--- src/rtl/instr_encoder.sv ---
// instr_encoder: packs symbolic ADD/ANDC requests into 16-bit IReg words and
// queues them in a small FIFO for the decoder; undecodable requests pulse ERR.
module instr_encoder #(
    parameter int DEPTH = 4
) (
    input  logic                    clk,
    input  logic                    reset,
    input  logic                    IN_VALID,
    output logic                    IN_READY,
    input  logic                    OPCLASS,
    input  logic [1:0]              MODE,
    input  logic [2:0]              RN,
    input  logic [2:0]              RI,
    input  logic [7:0]              DATA,
    input  logic [6:0]              ADDRESS,
    output logic [15:0]             IReg,
    output logic                    IREG_VALID,
    input  logic                    IREG_READY,
    output logic                    ERR,
    output logic [$clog2(DEPTH):0]  COUNT,
    output logic [15:0]             ISSUED
);
    localparam int AW = $clog2(DEPTH);
    localparam int CW = AW + 1;
    logic [15:0]   r_mem [DEPTH];
    logic [AW-1:0] r_wp;
    logic [AW-1:0] r_rp;
    logic [CW-1:0] r_count;
    logic          r_err;
    logic [15:0]   r_issued;
    logic          w_accept;
    logic          w_reject;
    logic          w_push;
    logic          w_pop;
    logic [15:0]   w_word;
    // Direct addresses 0x10-0x17 share the @Ri bit pattern, so they cannot be issued.
    always_comb begin
        w_accept = IN_VALID & IN_READY;
        w_reject = (MODE == 2'd3) | (OPCLASS & (MODE != 2'd0))
                 | ((MODE == 2'd1) & (ADDRESS[6:3] == 4'b0010));
        w_push   = w_accept & ~w_reject;
        w_pop    = IREG_VALID & IREG_READY;
        w_word   = (MODE == 2'd0) ? {3'b000, OPCLASS, 1'b1, RN, DATA}
                 : (MODE == 2'd1) ? {5'b00000, RN, 1'b0, ADDRESS}
                 :                  {5'b00000, RN, 5'b00010, RI};
    end
    assign IN_READY   = (r_count != CW'(DEPTH));
    assign IREG_VALID = (r_count != '0);
    assign IReg       = r_mem[r_rp];
    assign ERR        = r_err;
    assign COUNT      = r_count;
    assign ISSUED     = r_issued;
    always_ff @(posedge clk) begin
        if (reset) begin
            for (int i = 0; i < DEPTH; i++) r_mem[i] <= '0;
            r_wp     <= '0;
            r_rp     <= '0;
            r_count  <= '0;
            r_err    <= 1'b0;
            r_issued <= '0;
        end else begin
            if (w_push) begin
                r_mem[r_wp] <= w_word;
                r_wp        <= r_wp + AW'(1);
            end
            if (w_pop) begin
                r_rp     <= r_rp + AW'(1);
                r_issued <= r_issued + 16'd1;
            end
            r_count <= r_count + CW'(w_push) - CW'(w_pop);
            r_err   <= w_accept & w_reject;
        end
    end
endmodule

--- config.mk ---
export PLATFORM = sky130hd
export DESIGN_NAME = instr_encoder
export DESIGN_NICKNAME = d
export VERILOG_FILES = /design/src/rtl/instr_encoder.sv
export SDC_FILE = /design/constraint.sdc
export NUM_CORES = 1
export LEC_CHECK = 0
export BUFFER_PORTS_ARGS = -buffer_cell sky130_fd_sc_hd__buf_2
export CORE_MARGIN = 2
export CORE_UTILIZATION = 59
export DETAILED_ROUTE_END_ITERATION = 8
export GPL_ROUTABILITY_DRIVEN = 1
export HOLD_SLACK_MARGIN = 0.15
export PLACE_DENSITY = 0.84
export SYNTH_ARGS = -nofsm -noshare
export SYNTH_HDL_FRONTEND = slang
export SYNTH_SLANG_ARGS = --single-unit
--- constraint.sdc ---
create_clock -name clk -period 5.6 [get_ports clk]
set_input_delay 0.28 -clock clk [delete_from_list [all_inputs] [get_ports clk]]
set_output_delay 0.28 -clock clk [all_outputs]
set_load 0.03 [all_outputs]
# --- Word level (Yosys, flattened, before mapping) ---
# Memory sizes are Yosys's and may differ from the RTL's. A register that Yosys moved wholly into a read port is not among the register bits.
# Cells that the tools add are included.
op_classes:
  bitwise: 9
  eq_ne: 4
  muxes: 12
  n_reduce_logical: 4
  addsub: 5
op_table:
  columns: ["cell", "count"]
  rows:
  - ["$mux 13", 2]
  - ["$add 16x1->16 const B", 1]
  - ["$reduce_or 13->1", 1]
  - ["$mux 7", 1]
  - ["$and 1x1->1", 6]
  - ["$mux 1", 6]
  - ["$mux 2", 3]
  - ["$add 2x1->2 const B", 2]
  - ["$eq 4x2->1 const B", 1]
  - ["$add 3x1->3", 1]
  - ["$ne 3x3->1 const B", 1]
  - ["$reduce_bool 3->1", 1]
  - ["$sub 3x1->3", 1]
  - ["$eq 2x1->1 const B", 1]
  - ["$eq 2x2->1 const B", 1]
  - ["$logic_not 2->1", 1]
  - ["$or 1x1->1", 2]
  - ["$reduce_bool 2->1", 1]
  - ["$not 1->1", 1]
totals:
  register_bits: 24
  ramBits: 52
  word_cells: 40
  out_inout_bits: 38
  n_memories: 1
mem_list:
  columns: ["memory", "words", "width", "read_ports", "rd_clocked_by_memory_dff", "write_ports", "line_no", "source"]
  rows:
  - ["r_mem", 4, 13, 1, 1, 4, "25", "logic [15:0] r_mem [DEPTH];"]

# --- Depth between registers and ports, before layout ---
# Gate-level depths: netlist of run 1.
depth:
  depth_word: 11
  ltp_mapped: 11

# --- Least setup slack after synthesis of run 1 ---
# OpenSTA, ideal clock, no wires.
synth_path:
  path_kind: "register to register"
  start: "register r_count[1], in the netlist COUNT[1]"
  end: "register r_count[2], in the netlist COUNT[2]"
  arrival_ps: 2481
  n_path_buf: 1
  path_stages_with_launch: 11
  path_slack_ps: 2992
  period_less_slack_ps: 2608
  cell_sequence: "dfxtp_1 o31ai_1 buf_2 clkinv_1 ha_1 inv_1 ha_1 fa_1 xnor2_1 xnor2_1 nor2_1"
synth_between:
  word_cells_on_any_way: 7
synth_lines:
  columns: ["element", "line_no", "source"]
  rows:
  - ["start, declared", "28", "logic [CW-1:0] r_count;"]
  - ["start signal, assigned", "70", "r_count <= r_count + CW'(w_push) - CW'(w_pop);"]
  - ["$reduce_bool 3->1", "48", "assign IREG_VALID = (r_count != '0);"]
  - ["$and 1x1->1", "42", "w_pop = IREG_VALID & IREG_READY;"]
  - ["named net w_pop", "34", "logic w_pop;"]
  - ["$sub 3x1->3", "70", null]
# The timed path passes the listed nets, and every way through them passes these cells.
# A chain may end at the register's enable or synchronous reset.

# --- Worst setup path in the final report of run 1 ---
# Ends and elaborated chain as after synthesis.

==> impl_metrics.toml, run 1 <==
[sta]
fmax_mhz = 382
worst_slack_ns = 2.98
period_needed_ns = 2.62
tightest_slew_ns = 0.953
setup_viol = 0
fin_worst_skew_ns = 0.00826
drv_slew = 0
rsz0062_at_grt = "no"
slew-limit-headroom = 0.364
hold_violations = 0
fin_setup_tns_ns = 0
fin_crit_sh = 0.468

[place]
hpwl_mm = 5.07
dp_slack_ns = 2.71
place.gp.congestion = 0.798
dpl.cell_count = 420
port_buffers = 62

[synth]
seq_area_frac_synth = 0.589
netlist.area_leader.share = 0.442
synth_area_leader_cell = "edfxtp_1"
async_flop_share = 0
yosys_register_bits = 78
synthFlopType = "edfxtp_1"
syn_area_per_cell_sq_um = 11.9
yosysWarnings = 0
synth_most_common_cell = "nor2_1"
synth-edff-count = 52
syn-instance-count = 297
synthTopCellsByArea = "edfxtp_1 (44%), dfxtp_1 (15%), mux4_2 (8.3%)"
syn-cell-area_sq_um = 3540
synth_common_cells = "nor2_1 (62), edfxtp_1 (52), dfxtp_1 (26), nand2_1 (15), mux4_2 (13)"
ys_types = 44

[run]
timing.max_cap.violations = 0

[route]
drt_iter0_markers = 187
vias = 2480
routedWlPerCell_um = 17.2
viasPerCell = 5.69
final_antenna_net_count = 0
wl_mm = 7.49
first_pass_iters = 4
drc = 0

[global_routing]
grt_usage = 0.243
grt_max_degree = 32
grt_pass1_vias = 2430
antenna_found_initial = 0
grt-ovfl-total = 0
grt_first_pass_wirelength_mm = 11.7

[die]
dieArea_sq_um = 6630
row_count = 28
start_util = 0.604
die_h_um = 81.4
ioPinCount = 66
core_area_sq_um = 5850
die_w_um = 81.4

[cts]
clock_sinks = 78
cts-buffers-inserted = 9
cts_resized = 0
clk_path_buf_depth = 2
clockRootBuffer = "clkbuf_8"
clk_pin_slew_ns = 0.08
cts_hold_buffers = 0
clk_latency_ns = 0.35
h-tree-depth = 3
cts_tree = "yes"
postCtsSetupBuffers = 0

[finish]
final_cells = 436
fin_nets = 388
syn2layout_area_growth_pct = 14.6
num_antenna_cells = 0
final_util = 0.693
drive_above_1_share = 0.283

[setup_path]
critPathLaunchType = "register"
end_kind = "register"
worstPathMaxFanout = 13
worst-setup-path-type = "reg2reg"
arrival_ns = 2.84
cp.required_ns = 5.82

[pwr]
ir_worst_vdd_mv = 0.283
p_leak_uw = 0.00162
pwr_density_cell_nw_per_um2 = 376

[run_status]
status = "finished clean"

[worst_hold_path]
min_path_type = "in2reg"
report_power, final:
part | internal [uW] | switching [uW]
combinational | 159 | 240
clock | 205 | 197
sequential | 662 | 62.5
total | 1030 | 499
cells by family after synthesis:
family                     synth area share
xor gates and xnor gates             0.0322
AOI/OAI and AO/OA                    0.0333
adders and majority gates            0.0191
and+or+nand+nor                       0.183
buffers and inverters                0.0364
DFF                                   0.589
other                               0.00106
muxes                                 0.106
cells in the final DEF (no fill, tap or decap), types with 2 or more instances in the layout:
master	count
a21oi_1	9
buf_2	62
clkbuf_1	3
clkbuf_8	9
clkinv_2	2
conb_1	3
dfxtp_1	26
edfxtp_1	52
ha_1	3
inv_1	11
mux2_2	2
mux2i_1	6
mux4_2	13
nand2_1	15
nand2b_1	6
nand3_1	3
nand4_1	5
nand4b_1	2
nor2_1	62
nor2b_1	7
nor3_1	8
nor4_1	3
o21ai_0	3
o31ai_1	3
or2_2	4
or3_1	4
or4_1	2
or4_4	2
xnor2_1	7
xor2_1	6
registers in the layout, summed over array words and instances, names as in the netlist, named ones only:
name and flops:
ERR 1, ISSUED 16, r_wp 2, r_mem 52, COUNT 3, r_rp 2
through the flow:
step | cell area [sq um] | hold slack [ns] | power, uW
floorplan | 3540 | 0.485 | 1030
global placement | 3870 | 0.466 | 1120
detailed placement | 3870 | 0.486 | 1140
CTS | 4050 | 0.277 | 1530
global route | 4050 | 0.295 | 1590
finish | 4050 | 0.283 | 1530
final timing paths:
path	slack (ns)	endpoint	cells past startpoint	from
worst max-delay path	2.98	COUNT[2]	10	COUNT[1]
worst min-delay path	0.28	r_mem[1][9]	3	RN[1]
worst max register to register	2.98	COUNT[2]	10	COUNT[1]
worst min register to register	0.51	ISSUED[15]	2	ISSUED[15]
per-layer routing:
layer | vias to the layer above | share of wire | wire length [um] | GRT usage
met2 | 106 | 0.52 | 3910 | 0.405
met1 | 1193 | 0.39 | 2930 | 0.308
met5 | - | 0 | 0 | 0
met3 | 16 | 0.064 | 477 | 0.0505
met4 | 0 | 0.023 | 175 | 0.112
li1 | 1165 | - | - | -
critical path: stages, from the launching register on:
cell and delay, ns:
dfxtp_1 0.38, o31ai_1 0.26, buf_4 0.23, clkinv_1 0.27, ha_1 0.38, inv_1 0.04
ha_1 0.18, fa_1 0.37, xnor2_1 0.19, xnor2_1 0.15, nor2_1 0.05
cell type report:
type                    count  area (sq um)
clock inverters             4          47.5
repair buffers             63           318
flip-flops and latches     78          2080
fillers                   424          1800
clock buffers              12           135
well taps                  75          93.8
inverters                  12          45.0
multi-input cells         192          1330
Note: power is estimated with default switching activity, not from simulation.
==> run 2, diff against run 1 <==
--- a/config.mk
+++ b/config.mk
@@ -5,13 +5,14 @@
 export SDC_FILE = /design/constraint.sdc
 export NUM_CORES = 1
 export LEC_CHECK = 0
+export ABC_AREA = 1
 export BUFFER_PORTS_ARGS = -buffer_cell sky130_fd_sc_hd__buf_2
 export CORE_MARGIN = 2
-export CORE_UTILIZATION = 59
+export CORE_UTILIZATION = 55
 export DETAILED_ROUTE_END_ITERATION = 8
 export GPL_ROUTABILITY_DRIVEN = 1
 export HOLD_SLACK_MARGIN = 0.15
-export PLACE_DENSITY = 0.84
+export PLACE_DENSITY = 0.79
 export SYNTH_ARGS = -nofsm -noshare
 export SYNTH_HDL_FRONTEND = slang
 export SYNTH_SLANG_ARGS = --single-unit
==> constraint.sdc (replaced) <==
create_clock -name clk -period 2.5 [get_ports clk]
set_input_delay 0.125 -clock clk [delete_from_list [all_inputs] [get_ports clk]]
set_output_delay 0.125 -clock clk [all_outputs]
set_load 0.03 [all_outputs]
==> run 2 against run 1 <==
Clock power rose by 120%. Synthesized cell count rose by 39%. Global-route usage fell by 1.0 points. Sequential cell count unchanged. Utilization down 2.4 points. Power grew 130%. Worst hold slack worse by 0.11 ns. Count of clock-buffer cells in the layout decreased by 1. Clock skew grew 0.0013 ns. Combinational power increased to 2.6 times the previous value. Setup slack got worse by 2.7 ns.
==> impl_metrics.toml, run 2 <==
[route]
vias = 2975
first_pass_iters = 4
drt_iter0_markers = 251
drc = 0
final_antenna_net_count = 0
wl_mm = 7.91
viasPerCell = 5.24
routedWlPerCell_um = 13.9

[die]
row_count = 29
ioPinCount = 66
die_h_um = 85.4
die_w_um = 85.4
core_area_sq_um = 6390
dieArea_sq_um = 7290
start_util = 0.570

[sta]
drv_slew = 0
fmax_mhz = 449
slew-limit-headroom = 0.489
fin_setup_tns_ns = 0
fin_worst_skew_ns = 0.00955
period_needed_ns = 2.23
fin_crit_sh = 0.891
rsz0062_at_grt = "no"
hold_violations = 0
setup_viol = 0
tightest_slew_ns = 0.766

[cts]
cts_resized = 0
clockRootBuffer = "clkbuf_8"
clk_latency_ns = 0.35
h-tree-depth = 3
cts_tree = "yes"
clk_pin_slew_ns = 0.07
clock_sinks = 78
cts-buffers-inserted = 9
clk_path_buf_depth = 2

[place]
dpl.cell_count = 547
hpwl_mm = 5.61
port_buffers = 62
place.gp.congestion = 0.920
dpl_cell_area_sq_um = 4040

[global_routing]
grt_util_met2 = 0.373
top_usage_layer = "met2"
grt-ovfl-total = 0
antenna_found_initial = 0
grt_first_pass_wirelength_mm = 13.1
use_met3 = 0.0554
use_met1 = 0.315
grt_usage = 0.233
grt_max_degree = 27
grt_pass1_vias = 2856

[pwr]
p_leak_uw = 0.00192
ir_worst_vdd_mv = 0.491
pwr_density_cell_nw_per_um2 = 820

[setup_path]
worst-setup-path-type = "reg2reg"
worstPathMaxFanout = 11
cp.required_ns = 2.79
arrival_ns = 2.52
critPathLaunchType = "register"
end_kind = "register"

[finish]
fillers = 518
fin_nets = 518
final_util = 0.669
num_antenna_cells = 0
regMostFlops = "r_mem"
stdcell_area_sq_um = 4270
drive_above_1_share = 0.200
final_cells = 568
final_cell_mix = "nor2_1 (99), buf_2 (62), nand2_1 (57)"
layout_commonest_cell = "nor2_1"
syn2layout_area_growth_pct = 17.4
largest_reg_flops = 52

[synth]
synthTopCellsByArea = "edfxtp_1 (43%), dfxtp_1 (14%), nor2_1 (10%)"
syn-instance-count = 412
synth_common_cells = "nor2_1 (99), nand2_1 (57), edfxtp_1 (52), inv_1 (50), o21ai_0 (38)"
async_flop_share = 0
seq_area_frac_synth = 0.572
yosysWarnings = 0
synth_area_leader_cell = "edfxtp_1"
yosys_register_bits = 78
synth_most_common_cell = "nor2_1"
syn-cell-area_sq_um = 3640
synth-edff-count = 52
netlist.area_leader.share = 0.429
synthFlopType = "edfxtp_1"
ys_types = 33
syn_area_per_cell_sq_um = 8.84

[run]
timing.max_cap.violations = 0

[worst_hold_path]
min_path_type = "in2reg"

[run_status]
status = "finished clean"
## run 2: timing repair
| item | CTS | global route |
|---|---|---|
| endpoints found under the hold margin | 15 | 0 |
| buffers inserted | 0 | 0 |
| hold buffers | 5 | 0 |
## run 2: logic make-up (layout without fill, tap and decap cells)
family,count (synthesis),after routing,share of synthesized area
AND/OR/NAND/NOR,190,190,0.223
flip-flops,78,78,0.572
AO/OA/AOI/OAI,68,68,0.103
buffers and inverters,68,145,0.0780
adder cells (fa/ha/maj),4,4,0.0158
XOR/XNOR,3,3,0.00722
other,1,3,0.00103
## run 2: worst paths after layout
check | from | to | slack [ns] | cells past startpoint
setup / recovery | COUNT[1] | COUNT[2] | 0.27 | 10
hold / removal | ADDRESS[5] | ERR | 0.17 | 4
setup reg to reg | COUNT[1] | COUNT[2] | 0.27 | 10
hold reg to reg | r_rp[1] | register | 0.48 | 2
## run 2: through the flow
step | hold slack [ns] | total power [uW] | worst slack, ns
after floorplan | 0.196 | 2330 | 0.0890
after global placement | 0.359 | 2610 | 0.370
after detailed placement | 0.359 | 2640 | 0.272
after CTS | 0.172 | 3520 | 0.264
after global routing | 0.214 | 3690 | 0.0853
final | 0.174 | 3500 | 0.271
## run 2: per-layer routing
layer / routed length (um) / up-vias
met4: 100 / 0
met2: 3880 / 98
met1: 3410 / 1373
li1: - / 1494
met5: 0 / -
met3: 526 / 10
## run 2: layout make-up
type / instances / area [sq um] / share of cell area
sequential: 78 / 2080 / 0.487
multi-input combinational: 268 / 1280 / 0.300
timing repair buffer: 77 / 435 / 0.102
inverter: 52 / 195 / 0.0457
clock buffer: 11 / 131 / 0.0307
tap: 77 / 96.3 / 0.0225
clock inverter: 5 / 50.0 / 0.0117
## run 2: worst max-delay path: stages (launching register included)
cell and delay [ns]:
dfxtp_1 0.35, nor2_1 0.18, nand2_1 0.09, nand2_1 0.17, inv_1 0.19, ha_1 0.33
inv_1 0.04, ha_1 0.18, fa_1 0.38, xor2_1 0.17, nor2_1 0.08
## run 2: power by group
group	internal (uW)	switching, uW
Sequential	1500	69.2
Combinational	301	742
Clock	454	439
==> run 3, diff against run 2 <==
--- a/config.mk
+++ b/config.mk
@@ -12,6 +12,7 @@
 export DETAILED_ROUTE_END_ITERATION = 8
 export GPL_ROUTABILITY_DRIVEN = 1
 export HOLD_SLACK_MARGIN = 0.15
+export MAX_ROUTING_LAYER = met4
 export PLACE_DENSITY = 0.79
 export SYNTH_ARGS = -nofsm -noshare
 export SYNTH_HDL_FRONTEND = slang
==> run 3 against run 2 <==
Combinational power about the same. Clock power about the same. Register-to-register slack about the same. Power about the same. Global-route usage increased by 0.69 points. Fmax about the same. Setup slack about the same. Sequential cell count unchanged. Clock skew about the same. Critical endpoint unchanged.
==> impl_metrics.toml, run 3 (same netlist as run 2, synthesis figures left out) <==
[setup_path]
cp.required_ns = 2.79
r2r_end = "COUNT[2]"
worstPathMaxFanout = 11
rrSetupSlack_ns = 0.27
arrival_ns = 2.52
worst-setup-path-type = "reg2reg"
reg2reg_from = "COUNT[1]"
cpMaxStageDelayCell = "fa_1"
end_kind = "register"
critPathLaunchType = "register"
reg2reg_depth = 10
crit_chain = "nor2_1 > nand2_1 > nand2_1 > inv_1 > ha_1 > inv_1 > ha_1 > fa_1 > xor2_1 > nor2_1"
cpPeakStageDelay_ns = 0.38

[global_routing]
grt_first_pass_wirelength_mm = 13.1
antenna_found_initial = 0
grt-ovfl-total = 0
grt_usage = 0.240
grt_pass1_vias = 2864
grt_max_degree = 27

[sta]
tightest_slew_ns = 0.762
fin_setup_tns_ns = 0
fmax_mhz = 449
rsz0062_at_grt = "no"
hold_slack_ns = 0.173
setup_viol = 0
drv_slew = 0
slew-limit-headroom = 0.492
fin_crit_sh = 0.892
hold_violations = 0
period_needed_ns = 2.23
fin_worst_skew_ns = 0.00968

[pwr]
combPwrFrac = 0.298
ir_worst_vdd_mv = 0.491
design_power_total_uw = 3510
switchingPower_uw = 1250
p_leak_uw = 0.00192
netSwitchingFraction = 0.358
pwr-share-seq = 0.447
clkPwrFrac = 0.255
pwr_density_cell_nw_per_um2 = 820
intPower_uw = 2250

[place]
hpwl_mm = 5.61
port_buffers = 62
dpl_cell_area_sq_um = 4040
place.gp.congestion = 0.936
dpl.cell_count = 547

[finish]
final_cells = 568
largest_reg_flops = 52
syn2layout_area_growth_pct = 17.4
regMostFlops = "r_mem"
stdcell_area_sq_um = 4270
layout_commonest_cell = "nor2_1"
final_cell_mix = "nor2_1 (99), buf_2 (62), nand2_1 (57)"
fin_nets = 518
drive_above_1_share = 0.200
num_antenna_cells = 0

[run_status]
status = "finished clean"

[die]
core_area_sq_um = 6390
die_w_um = 85.4
die_h_um = 85.4
row_count = 29
start_util = 0.570
ioPinCount = 66
dieArea_sq_um = 7290

[cts]
clock_sinks = 78
cts_resized = 0
cts-buffers-inserted = 9
clk_path_buf_depth = 2
clk_pin_slew_ns = 0.07
clockRootBuffer = "clkbuf_8"
h-tree-depth = 3
postCtsSetupBuffers = 0
clk_latency_ns = 0.35
cts_tree = "yes"

[worst_hold_path]
hold-path-endpoint = "ERR"
min_path_type = "in2reg"
hold_depth = 4
holdCritStartpoint = "ADDRESS[5]"

[run]
timing.max_cap.violations = 0

[route]
drc = 0
drt_iter0_markers = 250
viasPerCell = 5.27
vias = 2995
final_antenna_net_count = 0
routedWlPerCell_um = 13.9
wl_met2_mm = 3.86
first_pass_iters = 4
dr_wl_met3_um = 484
routed.top_layer = "met4"
wl_mm = 7.92
wirelength_met1_mm = 3.46
## run 3: worst max-delay path: cells and delay by family (launching register included)
family	cells	cell delay, ns
DFF	1	0.35
and+or+nand+nor	4	0.52
adders and majority gates	3	0.89
buffers and inverters	2	0.23
xor gates and xnor gates	1	0.17
## run 3: worst max path at each step
stage	slack, ns	cells after the start	to	start
2_1_floorplan	0.09	11	COUNT[2]	COUNT[1]
3_3_place_gp	0.37	10	COUNT[2]	COUNT[1]
3_5_place_dp	0.27	10	COUNT[2]	COUNT[1]
4_1_cts	0.26	10	COUNT[2]	COUNT[1]
5_1_grt	0.09	10	COUNT[2]	COUNT[1]
6_report	0.27	10	COUNT[2]	COUNT[1]
## run 3: stage by stage
stage / utilization / setup WS (ns)
after floorplan: - / 0.0890
after global placement: 0.633 / 0.370
after detailed placement: 0.633 / 0.272
after CTS: 0.669 / 0.264
after global routing: 0.669 / 0.0853
final: 0.669 / 0.271
## run 3: metal layers
layer | vias up | track usage
li1 | 1491 | -
met1 | 1387 | 0.317
met2 | 105 | 0.374
met3 | 12 | 0.0516
met4 | 0 | 0.0765
met5 | - | -
## run 3: timing repair
action | CTS | global route
hold endpoints to repair | 15 | 0
hold buffers | 5 | 0
setup endpoints to repair | 0 | 0
## run 3: layout make-up
cell class | instances | area [sq um]
tap | 77 | 96.3
sequential | 78 | 2080
clock inverter | 5 | 50.0
fill | 518 | 2110
timing repair buffer | 77 | 435
multi-input combinational | 268 | 1280
inverter | 52 | 195
clock buffer | 11 | 131
## run 3: power by group through the flow
stage	logic (uW)	registers (uW)	clock network, uW
finish	1040	1570	895
global route	1140	1580	963
CTS	1050	1570	901
detailed placement	1050	1600	0
global placement	1020	1580	0
floorplan	689	1640	0
